`src/rtl/mem_mp0_rdcmd_arbiter.sv`:
```
// Two-requester arbiter for the SHELL Mem Mp0 read data mover: merges RdCmd streams, tags them, routes RdSts back.
// Build option: define ARB_STRICT_PRIO_EN for fixed requester-0 priority instead of round-robin.
module mem_mp0_rdcmd_arbiter #(
    parameter int OUTSTD_MAX = 4,
    parameter int TAG_ID_BIT = 64
) (
    input  logic        piSHL_156_25Clk,
    input  logic        piSHL_156_25Rst,
    input  logic [79:0] siReq0_RdCmd_tdata,
    input  logic        siReq0_RdCmd_tvalid,
    output logic        siReq0_RdCmd_tready,
    input  logic [79:0] siReq1_RdCmd_tdata,
    input  logic        siReq1_RdCmd_tvalid,
    output logic        siReq1_RdCmd_tready,
    output logic [79:0] soMEM_Mp0_RdCmd_tdata,
    output logic        soMEM_Mp0_RdCmd_tvalid,
    input  logic        soMEM_Mp0_RdCmd_tready,
    input  logic [7:0]  siMEM_Mp0_RdSts_tdata,
    input  logic        siMEM_Mp0_RdSts_tvalid,
    output logic        siMEM_Mp0_RdSts_tready,
    output logic [7:0]  soReq0_RdSts_tdata,
    output logic        soReq0_RdSts_tvalid,
    input  logic        soReq0_RdSts_tready,
    output logic [7:0]  soReq1_RdSts_tdata,
    output logic        soReq1_RdSts_tvalid,
    input  logic        soReq1_RdSts_tready,
    output logic [2:0]  poOutstd0,
    output logic [2:0]  poOutstd1,
    output logic        poStsErr
);

    localparam logic [2:0] LP_MAX = 3'(OUTSTD_MAX);

    typedef enum logic {C_IDLE, C_ISSUE} cstate_t;
    typedef enum logic {S_IDLE, S_ROUTE} sstate_t;

    cstate_t     r_cstate;
    cstate_t     w_cstate_nxt;
    sstate_t     r_sstate;
    sstate_t     w_sstate_nxt;

    logic [2:0]  r_outstd0;
    logic [2:0]  r_outstd1;
    logic        w_elig0;
    logic        w_elig1;
    logic        w_cmd_idle;
    logic        w_grant0;
    logic        w_grant1;
    logic [79:0] w_cmd_tagged;
    logic [79:0] r_cmd_data;
    logic        r_cmd_vld;

    logic        w_sts_idle;
    logic        w_sts_acc;
    logic        w_sts_stray;
    logic        w_sts_vld;
    logic        w_dlv0;
    logic        w_dlv1;
    logic [7:0]  r_sts_data;
    logic        r_sts_dest;
    logic        r_sts_drop;
    logic        r_sts_err;

    // Saturation is impossible by construction; a same-cycle inc+dec cancels.
    function automatic logic [2:0] f_cnt_next(input logic [2:0] cur,
                                              input logic inc,
                                              input logic dec);
        logic [2:0] v;
        v = cur;
        if (inc && !dec) begin
            v = cur + 3'd1;
        end else if (dec && !inc) begin
            v = cur - 3'd1;
        end
        return v;
    endfunction

    assign w_elig0    = siReq0_RdCmd_tvalid && (r_outstd0 < LP_MAX);
    assign w_elig1    = siReq1_RdCmd_tvalid && (r_outstd1 < LP_MAX);
    assign w_cmd_idle = (r_cstate == C_IDLE) && !piSHL_156_25Rst;

`ifdef ARB_STRICT_PRIO_EN
    assign w_grant0 = w_cmd_idle && w_elig0;
    assign w_grant1 = w_cmd_idle && w_elig1 && !w_elig0;
`else
    // r_rr_last: 1 when requester 1 held the last grant, so requester 0 wins next tie.
    logic r_rr_last;

    assign w_grant0 = w_cmd_idle && w_elig0 && (!w_elig1 || r_rr_last);
    assign w_grant1 = w_cmd_idle && w_elig1 && (!w_elig0 || !r_rr_last);

    always_ff @(posedge piSHL_156_25Clk) begin
        if (piSHL_156_25Rst) begin
            r_rr_last <= 1'b1;
        end else if (w_grant0) begin
            r_rr_last <= 1'b0;
        end else if (w_grant1) begin
            r_rr_last <= 1'b1;
        end
    end
`endif

    assign siReq0_RdCmd_tready = w_grant0;
    assign siReq1_RdCmd_tready = w_grant1;

    always_comb begin
        w_cmd_tagged             = w_grant1 ? siReq1_RdCmd_tdata : siReq0_RdCmd_tdata;
        w_cmd_tagged[TAG_ID_BIT] = w_grant1;
    end

    always_ff @(posedge piSHL_156_25Clk) begin
        if (piSHL_156_25Rst) begin
            r_cstate <= C_IDLE;
        end else begin
            r_cstate <= w_cstate_nxt;
        end
    end

    always_comb begin
        w_cstate_nxt = r_cstate;
        if (r_cstate == C_IDLE) begin
            if (w_grant0 || w_grant1) begin
                w_cstate_nxt = C_ISSUE;
            end
        end else begin
            if (soMEM_Mp0_RdCmd_tready) begin
                w_cstate_nxt = C_IDLE;
            end
        end
    end

    // Command register: captured on grant, held until the data mover accepts.
    always_ff @(posedge piSHL_156_25Clk) begin
        if (piSHL_156_25Rst) begin
            r_cmd_data <= '0;
            r_cmd_vld  <= 1'b0;
        end else if (w_grant0 || w_grant1) begin
            r_cmd_data <= w_cmd_tagged;
            r_cmd_vld  <= 1'b1;
        end else if (r_cmd_vld && soMEM_Mp0_RdCmd_tready) begin
            r_cmd_vld  <= 1'b0;
        end
    end

    assign soMEM_Mp0_RdCmd_tdata  = r_cmd_data;
    assign soMEM_Mp0_RdCmd_tvalid = r_cmd_vld;

    assign w_sts_idle             = (r_sstate == S_IDLE) && !piSHL_156_25Rst;
    assign siMEM_Mp0_RdSts_tready = w_sts_idle;
    assign w_sts_acc              = w_sts_idle && siMEM_Mp0_RdSts_tvalid;
    assign w_sts_stray            = w_sts_acc &&
                                    (siMEM_Mp0_RdSts_tdata[0] ? (r_outstd1 == 3'd0)
                                                              : (r_outstd0 == 3'd0));

    always_ff @(posedge piSHL_156_25Clk) begin
        if (piSHL_156_25Rst) begin
            r_sstate <= S_IDLE;
        end else begin
            r_sstate <= w_sstate_nxt;
        end
    end

    always_comb begin
        w_sstate_nxt = r_sstate;
        if (r_sstate == S_IDLE) begin
            if (w_sts_acc) begin
                w_sstate_nxt = S_ROUTE;
            end
        end else begin
            if (r_sts_drop || w_dlv0 || w_dlv1) begin
                w_sstate_nxt = S_IDLE;
            end
        end
    end

    // Status beat register; a stray beat is latched with r_sts_drop so it is discarded.
    always_ff @(posedge piSHL_156_25Clk) begin
        if (piSHL_156_25Rst) begin
            r_sts_data <= '0;
            r_sts_dest <= 1'b0;
            r_sts_drop <= 1'b0;
            r_sts_err  <= 1'b0;
        end else begin
            if (w_sts_acc) begin
                r_sts_data <= siMEM_Mp0_RdSts_tdata;
                r_sts_dest <= siMEM_Mp0_RdSts_tdata[0];
                r_sts_drop <= w_sts_stray;
            end
            if (w_sts_stray) begin
                r_sts_err <= 1'b1;
            end
        end
    end

    assign w_sts_vld           = (r_sstate == S_ROUTE) && !r_sts_drop;
    assign soReq0_RdSts_tvalid = w_sts_vld && !r_sts_dest;
    assign soReq1_RdSts_tvalid = w_sts_vld && r_sts_dest;
    assign soReq0_RdSts_tdata  = r_sts_data;
    assign soReq1_RdSts_tdata  = r_sts_data;
    assign w_dlv0              = soReq0_RdSts_tvalid && soReq0_RdSts_tready;
    assign w_dlv1              = soReq1_RdSts_tvalid && soReq1_RdSts_tready;

    always_ff @(posedge piSHL_156_25Clk) begin
        if (piSHL_156_25Rst) begin
            r_outstd0 <= 3'd0;
            r_outstd1 <= 3'd0;
        end else begin
            r_outstd0 <= f_cnt_next(r_outstd0, w_grant0, w_dlv0);
            r_outstd1 <= f_cnt_next(r_outstd1, w_grant1, w_dlv1);
        end
    end

    assign poOutstd0 = r_outstd0;
    assign poOutstd1 = r_outstd1;
    assign poStsErr  = r_sts_err;

    a_one_grant: assert property (@(posedge piSHL_156_25Clk)
        !(siReq0_RdCmd_tready && siReq1_RdCmd_tready));
    a_cnt_bound: assert property (@(posedge piSHL_156_25Clk)
        (r_outstd0 <= LP_MAX) && (r_outstd1 <= LP_MAX));

endmodule
```
`config.mk`:
```
export PLATFORM = sky130hd
export DESIGN_NAME = mem_mp0_rdcmd_arbiter
export DESIGN_NICKNAME = d
export VERILOG_FILES = /design/src/rtl/mem_mp0_rdcmd_arbiter.sv
export SDC_FILE = /design/constraint.sdc
export NUM_CORES = 1
export LEC_CHECK = 0
export ABC_AREA = 1
export BUFFER_PORTS_ARGS = -buffer_cell sky130_fd_sc_hd__buf_2
export CAP_MARGIN = 10
export CORE_MARGIN = 4
export CORE_UTILIZATION = 30
export CTS_BUF_LIST = sky130_fd_sc_hd__clkbuf_16
export DETAILED_ROUTE_END_ITERATION = 7
export PLACE_DENSITY_LB_ADDON = 0.15
export SETUP_SLACK_MARGIN = 0.02
export SYNTH_ARGS = -nofsm -noshare
export SYNTH_HDL_FRONTEND = slang
export SYNTH_SLANG_ARGS = --single-unit
```
`constraint.sdc`:
```
create_clock -name piSHL_156_25Clk -period 3.45 [get_ports piSHL_156_25Clk]
set_clock_uncertainty 0.05 [all_clocks]
set_input_delay 0.345 -clock piSHL_156_25Clk [delete_from_list [all_inputs] [get_ports piSHL_156_25Clk]]
set_output_delay 0.345 -clock piSHL_156_25Clk [all_outputs]
set_load 0.005 [all_outputs]
```
Yosys cells after proc, flatten, opt, wreduce, memory -nomap -nowiden
Index checks and enable logic that the tools add are counted.
{ "classes": {"addsub": 4, "magnitude_cmp": 2, "muxes": 16, "bitwise": 2, "n_reduce_logical": 41} }
{ "ops": {"columns": ["operator", "count"], "rows": [
  ["two-way mux 80 bit", 1],
  ["logical AND 1 bit", 20],
  ["two-way mux 3 bit", 4],
  ["two-way mux 1 bit", 11],
  ["logical NOT 1 bit", 10],
  ["nonzero test 2 bit", 4],
  ["adder 3 x 1 -> 3 bit, second input constant", 2],
  ["logical NOT 3 bit", 2],
  ["< comparator 3 bit, second input constant", 2],
  ["subtractor 3 x 1 -> 3 bit, second input constant", 2],
  ["logical OR 1 bit", 5],
  ["NOT 1 bit", 2]
]} }
{ "word_totals": {"regBits": 101, "input_bits": 176} }

Depth between registers and ports, before layout
{ "depth": {"word_depth": 9, "depth_mapped": 14, "ltp_nobuf": 13} }

Worst setup path after synthesis
Ideal clock, no wire load.
{ "synth_path": {"kind": "input to register", "startpoint": "input piSHL_156_25Rst", "endpoint": "register r_outstd1[2], in the netlist poOutstd1[2]", "setup_ps": 113, "arrival_ps": 1939, "path_slack_ps": 1348, "path_stages": 14, "path_cell_list": "buf_6 -> nor2_8 -> nand3_2 -> buf_1 -> inv_1 -> ha_1 -> inv_1 -> fa_1 -> nor2_1 -> nor2_1 -> nand2_1 -> nand2_1 -> nand2_1 -> nor2_1"} }
{ "synth_between": {"elab_chain_cells": 7, "word_cells_on_any_way": 9, "classes_between": "mux (1); reduce/logical (8)"} }
{ "synth_rtl": {"columns": ["item", "line", "source"], "rows": [
  ["from (decl)", "8", "input logic piSHL_156_25Rst,"],
  ["logical NOT 1 bit (*)", "80", "assign w_cmd_idle = (r_cstate == C_IDLE) && !piSHL_156_25Rst;"],
  ["logical AND 1 bit (*)", "80", null],
  ["logical AND 1 bit (*) (2 in a row)", "90", "assign w_grant1 = w_cmd_idle && w_elig1 && (!w_elig0 || !r_rr_last);"],
  ["net siReq1_RdCmd_tready", "14", "output logic siReq1_RdCmd_tready,"],
  ["logical NOT 1 bit", "72", "end else if (dec && !inc) begin"],
  ["logical AND 1 bit", "72", null],
  ["nonzero test 2 bit (no source line)", null, null],
  ["to (signal assigned)", "209", "r_outstd1 <= f_cnt_next(r_outstd1, w_grant1, w_dlv1);"],
  ["to (decl)", "43", "logic [2:0] r_outstd1;"]
]} }
Mark *: on every way through the listed nets, which the timed path passes. The rest lies on a longest branch.
A chain may end at the register's enable or synchronous reset.

Final worst setup path
{ "layout_path": {"startpoint": "register r_outstd1[2], in the netlist poOutstd1[2]", "endpoint": "register r_outstd1[2], in the netlist poOutstd1[2]"} }
{ "layout_between": {"elab_chain_cells": 7, "word_cells_on_any_way": 12, "classes_between": "add/sub (2); order compare (1); mux (2); reduce/logical (7)"} }
{ "layout_rtl": {"columns": ["item", "line", "source"], "rows": [
  ["< comparator 3 bit", "79", "assign w_elig1 = siReq1_RdCmd_tvalid && (r_outstd1 < LP_MAX);"],
  ["logical AND 1 bit", "79", null],
  ["logical AND 1 bit (2 in a row)", "90", null],
  ["logical NOT 1 bit", "72", null],
  ["logical AND 1 bit", "72", null],
  ["nonzero test 2 bit (no source line)", null, null]
]} }
Several ways; a longest one is shown, not always the timed one. The select of a mux whose other input is x is not followed.

==> impl_metrics.tcl <==
set metrics [dict create \
    outcome "complete, no violations" \
    yosysWarnings 0 \
    reg2reg_slack_ns 1.08 \
    vias 6154 \
    core_um2 18900 \
    finalCritPeriodShare 0.686 \
    cts_sinks 100 \
    initial_utilization 0.308 \
    diodes 0 \
    nets 1321 \
    dieWidth_um 147 \
    crit_path_max_incr_delay_ns 0.43 \
    setup_viol 0 \
    critPathLaunchType "flip-flop" \
    grt_pass1_vias 5883 \
    ioPinCount 285 \
    relSlewSlack 0.289 \
    place.gp.congestion 0.762 \
    path_class "reg2reg" \
    grt_pass1_wl_mm 29.7 \
    p_sw_uw 1140 \
    ys_seq_area_frac 0.344 \
    worst_pin_slew_ns 1.07 \
    clkPwrFrac 0.288 \
    hold_viol 0 \
    cts_resized 0 \
    cp-endpoint "poOutstd1[2]" \
    grt_max_degree 96 \
    max_freq_mhz 422 \
    critPathLaunch "poOutstd1[2]" \
    setup-tns-final_ns 0 \
    die_area_um2 21700 \
    fp.dieH_um 147 \
    p_int_uw 2310 \
    power.leakage_uw 0.00441 \
    drv_slew 0 \
    pwr-share-seq 0.399 \
    cpMostUsedCell "nor2_1" \
    hold_buffers 0 \
    numCtsBuffers 9 \
    grt_overflow 0 \
    drt-initial-drc-count 207 \
    p_comb_frac 0.313 \
    wl_per_cell_um 13.4 \
    arrival_ns 2.56 \
    path_clk_slew_ns 0.07 \
    crit_chain "nor2_1 > nand3_4 > inv_1 > ha_1 > inv_1 > fa_1 > nor2_1 > nor2_1 > nand2_1 > nand2_1 > nand2_1 > nor2_1" \
    critPathSlowestCell "nand3_4" \
    cts_tree "built" \
    crit_required_ns 3.64 \
    synth_area_um2 5820 \
    r2r_start "poOutstd1[2]" \
    cts-root-buf "clkbuf_16" \
    grt_setup_unrepaired "false" \
    p_sw_frac 0.330 \
    antenna_found_initial 2 \
    drc 0 \
    maxCapViolCount 0 \
    ys_types 26 \
    dr.pass1.iters 5 \
    p_total_uw 3450 \
    syn_inst 911 \
    drt-total-wl_mm 18.8 \
    hold_class "in2reg" \
    routed_via_density 4.38 \
    port_buffers 282 \
    track_usage 0.168 \
    cts_setup_buffers 0 \
    final_antenna_net_count 0 \
    cts_max_level 3 \
    post-route-min-period_ns 2.37 \
    rows 50 \
    power_density_nw_per_um2 458 \
    synth.avg_cell_area_um2 6.38 \
    vdd_drop_max_v 0.000226 \
    drive_gt1_frac 0.271 \
    clock_path_buffers 2 \
    critPathMaxFanout 38 \
    r2r_end "poOutstd1[2]" \
    synth_nets 1091 \
    dp_hpwl_mm 12.9 \
    area_growth_pct 29.4 \
    reg2reg_depth 12 \
    ys_seq_elements 100 \
    worst_skew_pair.late_latency_ns 0.34 \
    end_kind "flip-flop" \
]
[layout make-up]
class	instances	area (um2)
Inverter	182	684
Fill cell	2091	11400
Sequential cell	100	2000
Clock inverter	7	60.1
Timing Repair Buffer	288	1470
Clock buffer	9	225
Tap cell	260	325
Multi-Input combinational cell	560	2760
[per-layer routing]
metal	global-route usage	vias up	share of wire
li1	-	3234	-
met1	0.204	2706	0.43
met2	0.291	183	0.48
met3	0.0441	27	0.072
met4	0.0550	4	0.021
met5	0	-	0.0014
[worst max-delay path, delay by kind of cell (launching register included)]
family / cells / cell delay [ns]
adders and majority gates: 2 / 0.54
buffers and inverters: 2 / 0.29
DFF: 1 / 0.33
and+or+nand+nor: 8 / 1.06
[worst min path at each step]
stage	from	end	slack (ns)	depth (start not counted)
2_1_floorplan	r_sts_drop	r_sts_drop	0.39	2
3_3_place_gp	poStsErr	poStsErr	0.39	2
3_5_place_dp	poStsErr	poStsErr	0.40	2
4_1_cts	siMEM_Mp0_RdSts_tdata[3]	soReq0_RdSts_tdata[3]	0.12	3
5_1_grt	siMEM_Mp0_RdSts_tdata[4]	soReq0_RdSts_tdata[4]	0.14	3
6_report	siMEM_Mp0_RdSts_tdata[3]	soReq0_RdSts_tdata[3]	0.14	3
[logic make-up after synthesis]
kind of cell | share of synthesized area
compound gates | 0.0155
fa+ha+maj | 0.0112
flops | 0.344
buf+inv | 0.184
simple gates | 0.445
[power groups by stage]
stage          logic, uW  clock network [uW]  registers (uW)
6_report            1080                 991            1380
3_3_place_gp        1090                   0            1400
4_1_cts             1100                1040            1380
3_5_place_dp        1090                   0            1400
5_1_grt             1240                1080            1400
2_1_floorplan        687                   0            1420
[layout by cell type, fill, tap and decap left out]
cell	count
clkbuf_16	9
nand3_4	2
nand2_1	265
nor2_8	1
clkinv_2	1
dfxtp_1	100
nand2_4	2
nand2_2	1
ha_1	2
clkinv_1	79
fa_1	2
nor2_4	1
o21ai_0	8
buf_12	1
nand4_1	2
inv_2	2
nand3b_1	79
buf_4	5
clkinvlp_4	2
bufinv_16	1
a21oi_1	7
nand3_1	170
inv_1	104
o31ai_1	1
o211ai_1	1
buf_2	282
nor2_1	16
[per-stage QoR]
step	cells	area [um2]	hold WS (ns)	util	setup slack, ns
final	1406	7530	0.139	0.398	1.08
after global routing	1406	7530	0.143	0.398	0.796
after CTS	1406	7530	0.123	0.398	1.04
after detailed placement	1390	7240	0.399	0.383	0.926
after global placement	1390	7240	0.392	0.383	0.933
after floorplan	911	5820	0.394	-	1.35
[synthesized netlist by cell type, drive strengths merged]
master / n / area share
nand3: 172 / 0.15
buf: 59 / 0.060
clkinv: 78 / 0.051
nand2: 268 / 0.18
o31ai: 1 / 0.0013
nand4: 2 / 0.0022
fa: 2 / 0.0069
o21ai: 8 / 0.0069
dfxtp: 100 / 0.34
nand3b: 79 / 0.10
ha: 2 / 0.0043
clkbuf: 10 / 0.0065
o211ai: 1 / 0.0013
inv: 104 / 0.067
a21oi: 7 / 0.0060
nor2: 18 / 0.016
[sequential cells by signal (all words and copies together), names as in the netlist]
register and cells:
r_rr_last 1, r_cstate 1, poStsErr 1, r_sstate 1
poOutstd0 3, r_sts_drop 1, soReq0_RdSts_tdata 8, soMEM_Mp0_RdCmd_tvalid 1
soMEM_Mp0_RdCmd_tdata 80, poOutstd1 3
No activity file was read; power rests on OpenSTA's default activity.
